$ cat src/rtl/memory_stage_pkg.sv
// types: shared pipeline types and memory-stage helpers
package types;
    typedef enum logic [2:0] {OPC_NOP, OPC_ALU, OPC_LOAD, OPC_STORE, OPC_BRANCH, OPC_JUMP} Opcode;
    typedef struct packed {
        logic       is_valid;
        Opcode      opcode;
        logic [4:0] rd;
    } InstructionDetails;
    typedef enum logic {MEM_IDLE, MEM_ACCESS} MemState;
    function automatic logic is_mem_op(input Opcode opc);
        return opc == OPC_LOAD || opc == OPC_STORE;
    endfunction
endpackage

$ cat src/rtl/memory_stage_timer.sv
// mem_timer: saturating 8-bit access timer; expired marks the final permitted access cycle
module mem_timer #(
    parameter int TIMEOUT_CYCLES = 15
) (
    input  logic clk,
    input  logic rst,
    input  logic clear,
    input  logic en,
    output logic expired
);
    localparam logic [7:0] LIMIT = 8'(TIMEOUT_CYCLES - 1);
    logic [7:0] count_q, count_d;
    always_comb count_d = clear ? 8'd0 : (en && count_q != 8'hFF) ? count_q + 8'd1 : count_q;
    always_ff @(posedge clk) count_q <= rst ? 8'd0 : count_d;
    // count starts at 0 in the first access cycle, so LIMIT is reached during cycle TIMEOUT_CYCLES
    assign expired = count_q == LIMIT;
endmodule

$ cat src/rtl/memory_stage.sv
// memory_stage: execute-to-writeback stage performing load/store over a req/ready handshake
module memory_stage
    import types::*;
#(
    parameter int TIMEOUT_CYCLES = 15
) (
    input  logic              clk,
    input  logic              rst,
    input  InstructionDetails details_in,
    input  logic [31:0]       alu_result,
    input  logic [31:0]       store_data,
    output logic              stall,
    output logic              mem_req,
    output logic              mem_we,
    output logic [19:0]       mem_addr,
    output logic [31:0]       mem_wdata,
    input  logic              mem_ready,
    input  logic [31:0]       mem_rdata,
    output InstructionDetails details_out,
    output logic [31:0]       data_out,
    output logic              mem_fault
);
    MemState           state_q, state_d;
    InstructionDetails details_q, details_d, held_q, held_d;
    logic [31:0]       data_q, data_d, wdata_q, wdata_d;
    logic [19:0]       addr_q, addr_d;
    logic              we_q, we_d, fault_q, fault_d;
    logic              timer_clear, timer_en, expired;

    mem_timer #(.TIMEOUT_CYCLES(TIMEOUT_CYCLES)) u_timer (
        .clk(clk), .rst(rst), .clear(timer_clear), .en(timer_en), .expired(expired)
    );

    always_comb begin
        state_d = state_q;
        details_d = details_q;
        details_d.is_valid = 1'b0;
        held_d = held_q;
        data_d = data_q;
        addr_d = addr_q;
        we_d = we_q;
        wdata_d = wdata_q;
        fault_d = 1'b0;
        timer_clear = 1'b0;
        timer_en = 1'b0;
        if (state_q == MEM_IDLE) begin
            if (details_in.is_valid && is_mem_op(details_in.opcode)) begin
                held_d = details_in;
                addr_d = alu_result[19:0];
                wdata_d = store_data;
                we_d = details_in.opcode == OPC_STORE;
                timer_clear = 1'b1;
                state_d = MEM_ACCESS;
            end else if (details_in.is_valid) begin
                details_d = details_in;
                data_d = alu_result;
            end
        end else if (mem_ready) begin
            details_d = held_q;
            data_d = we_q ? {12'd0, addr_q} : mem_rdata;
            state_d = MEM_IDLE;
        end else if (expired) begin
            fault_d = 1'b1;
            state_d = MEM_IDLE;
        end else begin
            timer_en = 1'b1;
        end
    end

    always_ff @(posedge clk) begin
        if (rst) begin
            state_q <= MEM_IDLE;
            details_q <= '0;
            held_q <= '0;
            data_q <= '0;
            addr_q <= '0;
            we_q <= 1'b0;
            wdata_q <= '0;
            fault_q <= 1'b0;
        end else begin
            state_q <= state_d;
            details_q <= details_d;
            held_q <= held_d;
            data_q <= data_d;
            addr_q <= addr_d;
            we_q <= we_d;
            wdata_q <= wdata_d;
            fault_q <= fault_d;
        end
    end

    assign stall = state_q == MEM_ACCESS;
    assign mem_req = state_q == MEM_ACCESS;
    assign mem_we = we_q;
    assign mem_addr = addr_q;
    assign mem_wdata = wdata_q;
    assign details_out = details_q;
    assign data_out = data_q;
    assign mem_fault = fault_q;
endmodule
$ cat config.mk
export PLATFORM = sky130hd
export DESIGN_NAME = memory_stage
export DESIGN_NICKNAME = d
export VERILOG_FILES = /design/src/rtl/memory_stage_pkg.sv /design/src/rtl/memory_stage_timer.sv /design/src/rtl/memory_stage.sv
export SDC_FILE = /design/constraint.sdc
export NUM_CORES = 1
export LEC_CHECK = 0
export CORE_MARGIN = 3
export CORE_UTILIZATION = 44
export DETAILED_ROUTE_END_ITERATION = 10
export PLACE_DENSITY_LB_ADDON = 0.12
export SKIP_CTS_REPAIR_TIMING = 1
export SYNTH_ARGS = -nofsm -noshare
export SYNTH_HDL_FRONTEND = slang
export SYNTH_HIERARCHICAL = 1
export SYNTH_SLANG_ARGS = --single-unit
$ cat constraint.sdc
create_clock -name clk -period 2.31 [get_ports clk]
set_clock_uncertainty 0.1 [all_clocks]
set_input_delay 0.462 -clock clk [delete_from_list [all_inputs] [get_ports clk]]
set_output_delay 0.462 -clock clk [all_outputs]
set_load 0.005 [all_outputs]
==> reports/summary.txt <==
Die ar.: 13050 um2
Post-synth EDFFs: 0
Peak per-stage delay on the critical path: 610 ps
Clock latency on the worst-skew pair: 400 ps
Worst setup SP type: flip-flop
# DRC: 0
Number of port buffers: 204
Post-Synth Simple-Gate Area: 14.81%
Hold path start: rst
Share of power burned in registers: 36.7%
Via/cell ratio: 5.449
Slew HR: 42.66%
Vias in the first global route: 4829
Die Y: 114.2 um
DRT iter0 DRCs: 270
Post-synth cell types: 48
Crit path DAT: 1600 ps
Via count: 4937
DIE WIDTH: 114.2 um
Total core area: 11130 um2
Initial antenna violation count: 0
Metal-1 WL: 6.342 mm
Syn avg cell area: 9.087 um2
R2R setup slack: 230 ps
Fmax: 461.6 MHz
Critical path, cell by cell: clkdlybuf4s50_1
Initial Util: 46.31%
Synthesis-to-finish area growth: 53.11%
# setup viols final: 0
Fraction of synthesized area in multiplexers: 8.451%
Max VDD drop: 484.0 uV
First-pass GRT wire length: 24.25 mm
Setup TNS: 0 ps
Final Max Tran Viols: 0
# IOs: 205
MaxCap Viol Count: 0
Clock share of power: 49.8%
Ys async rst share: 0%
Flops & latches, synth: 113
Clock buffer depth: 2
Mapped Area: 5152 um2
Final net count: 863
ANT cells: 0
Switch share: 21.73%
DR pass1 iterations: 5
RSZ-0062 raised after global routing: false
Net count after synthesis: 677
Top Metal Used: met4
Wire length on met2: 7.420 mm
Synthesized instance count: 567
Clk slew on worst S/H paths: 50 ps
Final hold vios: 0
Seq/Total Area, Yosys: 43.90%
Min-delay worst type: in2reg
Xor/xnor share of the synthesized area: 0%
Total gr overflow: 0
Post-route cell area: 7889 um2
Top Family by Delay on Critical Path: flip-flops
Share of cells above drive strength 1: 14.75%
Clock Sinks: 113
Placed insts: 874
H-tree depth: 4
Largest cells by area after synthesis: dfxtp_1 (44%), nand2_1 (9.3%), a21oi_1 (8.0%)
CTS root buf: clkbuf_16
Routed wire length: 15.22 mm
Final Cycle Share: 93.79%
Worst-path fanout max: 8
Crit path max-delay cell type: dfxtp_1
Most frequent cells in the layout: clkdlybuf4s50_1 (203), nand2_1 (127), dfxtp_1 (112)
Final non-filler cell total: 906
Net Switching: 1.244 mW
Pleak: 2.744 nW
Main combinational cell family by area after synthesis: compound AO/OA/AOI/OAI gates
Final min period: 2166 ps
Worst slew pin tran: 858.2 ps
Post-DP HPWL: 10.39 mm
Tot GR Track Use: 23.05%
GP Congestion: 0.8430
Top FF cell, synth: dfxtp_1
Most common cell after layout, fill and taps aside: clkdlybuf4s50_1
Reg2reg start: u_timer/count_q[0]
Share of the synthesized area in the top cell type: 43.90%
Setup CP Type: reg2out
Routed len/inst: 16.79 um
Pwr per Cell Area: 725.6 nW/um2
Area leader, netlist: dfxtp_1
Met3 WL: 1.312 mm
CTS tree: done
Worst Setup SP: mem_we
Std-Cell Rows: 38
Buf+Inv Stages, Crit Path: 1
Nature of the critical path endpoint: primary output
P_int: 4.480 mW
Compound-Gate Fraction of Synth Area: 25.33%
Status: finished, final reports clean
Largest net degree at the start of global routing: 68
CTS buffer count: 17
CP Data Required Time: 1750 ps
Synth Area in Adders: 0.4857%
Combinational Power Share: 13.4%
Post-DP Area: 7229 um2
Yosys warns: 6
Final ANT Viol Nets: 0
layout make-up:
class / instances / area, um2
inverters: 6 / 22.52
fillers: 865 / 3237
multi-input cells: 392 / 2567
repair buffers: 223 / 2207
clock buffers: 21 / 470.5
flip-flops and latches: 113 / 2263
clock inverters: 11 / 182.7
well taps: 140 / 175.2
synth_stat cells (all sizes together), types with 2 or more instances:
cell type,n
a32oi,6
ha,2
dfxtp,113
clkbuf,10
nor2b,14
buf,46
o2111ai,20
a211oi,28
o31ai,20
o21ai,7
nand4,3
mux2i,21
mux2,20
and4,2
nand2,127
a31oi,3
a21oi,82
inv,6
nor2,8
nor3b,2
nand2b,2
and3,3
o211ai,7
registers in the layout, summed over array words and instances, names as in the netlist:
signal           cells
data_out            32
mem_wdata           32
mem_addr            20
details_out          9
held_q               9
u_timer/count_q      8
mem_fault            1
mem_req              1
mem_we               1
metal layers:
layer | global-route usage (%) | vias up
met2 | 38.95 | 193
li1 | - | 2407
met4 | 6.097 | 0
met5 | 0 | -
met3 | 7.770 | 11
met1 | 28.16 | 2326
path summary, 6_finish.rpt:
check | end | depth (start not counted)
worst max register to register | u_timer/count_q[5] | 8
worst min register to register | mem_wdata[17] | 2
worst min-delay path | mem_req | 2
worst max-delay path | mem_we | 1
cells by family (layout without fill, tap and decap cells):
group	Yosys count	in the layout
buf+inv	62	261
mux	41	41
flops	113	113
fa+ha+maj	2	2
compound gates	177	177
simple gates	172	172
stage by stage:
step,hold WS (ps),setup slack (ps),total power [mW],util (%)
finish,183.9,143.5,5.724,70.91
global route,193.0,48.10,5.945,70.91
CTS,174.1,102.9,5.779,70.85
detailed placement,348.2,-60.26,2.911,64.98
global placement,341.1,-11.75,2.894,64.98
floorplan,331.8,332.7,2.472,-
power by group through the flow:
| stage | clock, mW | combinational, mW | sequential (mW) |
|---|---|---|---|
| floorplan | 0 | 0.334 | 2.14 |
| global placement | 0 | 0.756 | 2.14 |
| detailed placement | 0 | 0.769 | 2.14 |
| CTS | 2.90 | 0.775 | 2.10 |
| global route | 3.00 | 0.831 | 2.11 |
| finish | 2.85 | 0.769 | 2.10 |
No activity file was read; power rests on OpenSTA's default activity.
==> patch (same flow settings) <==
Register the output `mem_fault` once more, cleared by the reset; this adds one clock of latency there. The other outputs are not delayed to match.
--- a/src/rtl/memory_stage.sv
+++ b/src/rtl/memory_stage.sv
@@ -96,5 +96,11 @@
     assign mem_wdata = wdata_q;
     assign details_out = details_q;
     assign data_out = data_q;
-    assign mem_fault = fault_q;
+    always_ff @(posedge clk) begin
+        if (rst) begin
+            mem_fault <= '0;
+        end else begin
+            mem_fault <= fault_q;
+        end
+    end
 endmodule
Function: same outputs for any inputs over 4 cycles, from zero or initial values and one cycle with rst high; that may be too few to reach the edited logic, so the function may still have changed.
==> patch against the unedited design <==
Worst hold slack better by 0.15 ns. Wire length grew 0.30%. Combinational power decreased by 4.7%. Global-route usage hardly changed. Sequential share of layout area is 0.85 points higher. Synthesized area decreased by 1.3%. Design area is 2.0% lower. Worst setup slack got worse by 0.032 ns. Sequential cell count is 1 higher. Synthesized cell count grew 0.71%. Power fell by 2.3%. Non-clock buffer count shrank 1. Final cell count grew 0.33%. Clock power down 4%.
==> patch: results (changes against the unedited design) <==
ys_types: 46  # -4.2%
fin_nets: 866  # +0.35%
fin_tns_setup_ns: 0  # unchanged
wl_um: 15300  # +0.30%
port_buffers: 204  # unchanged
yosys_warnings: 6  # unchanged
reg2reg_from: "u_timer/count_q[0]"
clk_latency_ns: 0.39
synth_common_cells: "nand2_1, dfxtp_1, a21oi_1"
dp_hpwl_um: 10500  # +1.1%
synthTopCellsByArea: "dfxtp_1, nand2_1, a21oi_1, mux2_2, mux2i_1"
grt_first_pass_wirelength_um: 24400  # +0.40%
vias_per_cell: 5.50  # +1.0%
holdCritStartpoint: "rst"
grt_max_degree: 61  # -10%
drt_iter0_drc: 305  # +13%
wire_per_inst_um: 16.8  # about the same
postPlaceCellArea_um2: 7090  # -1.9%
clockRootBuffer: "clkbuf_16"
place_congestion: 0.806  # -4.4%
status: "complete, no violations"
grt_pass1_vias: 4808  # -0.43%
tightestPinTransition_ns: 0.969  # +0.111 ns
worstSetupPathType: "flip-flop to flip-flop"
cts_inserted_buffers: 17  # unchanged
p_leak_nw: 2.67  # -2.8%
clockBufferDepth: 2  # unchanged
antenna_found_initial: 0  # unchanged
placed_cells: 876  # +0.23%
syn_nets: 681  # +0.59%
grt_use_total: 0.230  # -0.000380
drive_gt1_frac: 0.105  # -0.0422
synth.avg_cell_area_um2: 8.91  # -2.0%
cp.arrival_ns: 2.41  # +0.81 ns
fillers: 890  # +2.9%
ys_async_sr_fraction: 0  # unchanged
place_ws_ns: -0.0546  # +0.00561 ns
worstHoldPathType: "input pin to flip-flop"
path_max_fanout: 4  # -4
ir_drop_mv: 0.442  # -8.7%
n_antenna_cell: 0  # unchanged
yosysSeqAreaShare: 0.449  # +0.00966
synthToLayoutAreaGrowth_pct: 52.0
h-tree-depth: 4  # unchanged
clk_pin_slew_ns: 0.06
firstDrtPassIters: 5  # unchanged
==> patch: layout make-up <==
type,instances,share of cell area
Clock inverter,13,0.0238
Clock buffer,19,0.0573
Tap cell,140,0.0227
Sequential cell,114,0.295
Inverter,5,0.00308
Timing Repair Buffer,222,0.283
Multi-Input combinational cell,396,0.315
==> patch: worst paths after layout <==
kind | cells after the start | slack, ns | to
min reg2reg | 2 | 0.35 | mem_wdata[14]
max | 9 | 0.11 | u_timer/count_q[3]
max reg2reg | 9 | 0.11 | u_timer/count_q[3]
min | 2 | 0.33 | held_q[8]
==> patch: logic make-up after synthesis <==
family | synth area share
flip-flops | 0.449
multiplexers | 0.0856
AO/OA/AOI/OAI | 0.228
buffers and inverters | 0.0777
AND/OR/NAND/NOR | 0.155
adder cells (fa/ha/maj) | 0.00492
==> patch: stage by stage <==
stage	power [mW]	hold WS (ns)
final	5.60	0.331
after global routing	5.81	0.331
after CTS	5.65	0.318
after detailed placement	2.89	0.347
after global placement	2.87	0.330
after floorplan	2.46	0.314
==> patch: routing by layer <==
layer | share of wire | wire length (µm) | track usage
met5 | 0 | 0 | 0
met4 | 0.016 | 250 | 0.0681
met3 | 0.085 | 1290 | 0.0743
met2 | 0.48 | 7350 | 0.378
met1 | 0.42 | 6370 | 0.289
==> patch: critical path, stage by stage, from the launching register on <==
cell	delay, ns
dfxtp_1	0.38
inv_1	0.08
ha_1	0.19
nand4b_1	0.09
nor4_1	0.06
nor3b_1	0.30
nand4_1	0.25
buf_4	0.22
a2111o_1	0.36
o21ai_0	0.07
==> patch: where the power goes <==
| group | switching (mW) | total (mW) | internal [mW] |
|---|---|---|---|
| combinational | 0.303 | 0.733 | 0.430 |
| sequential | 0.0562 | 2.12 | 2.06 |
| clock | 0.912 | 2.75 | 1.83 |
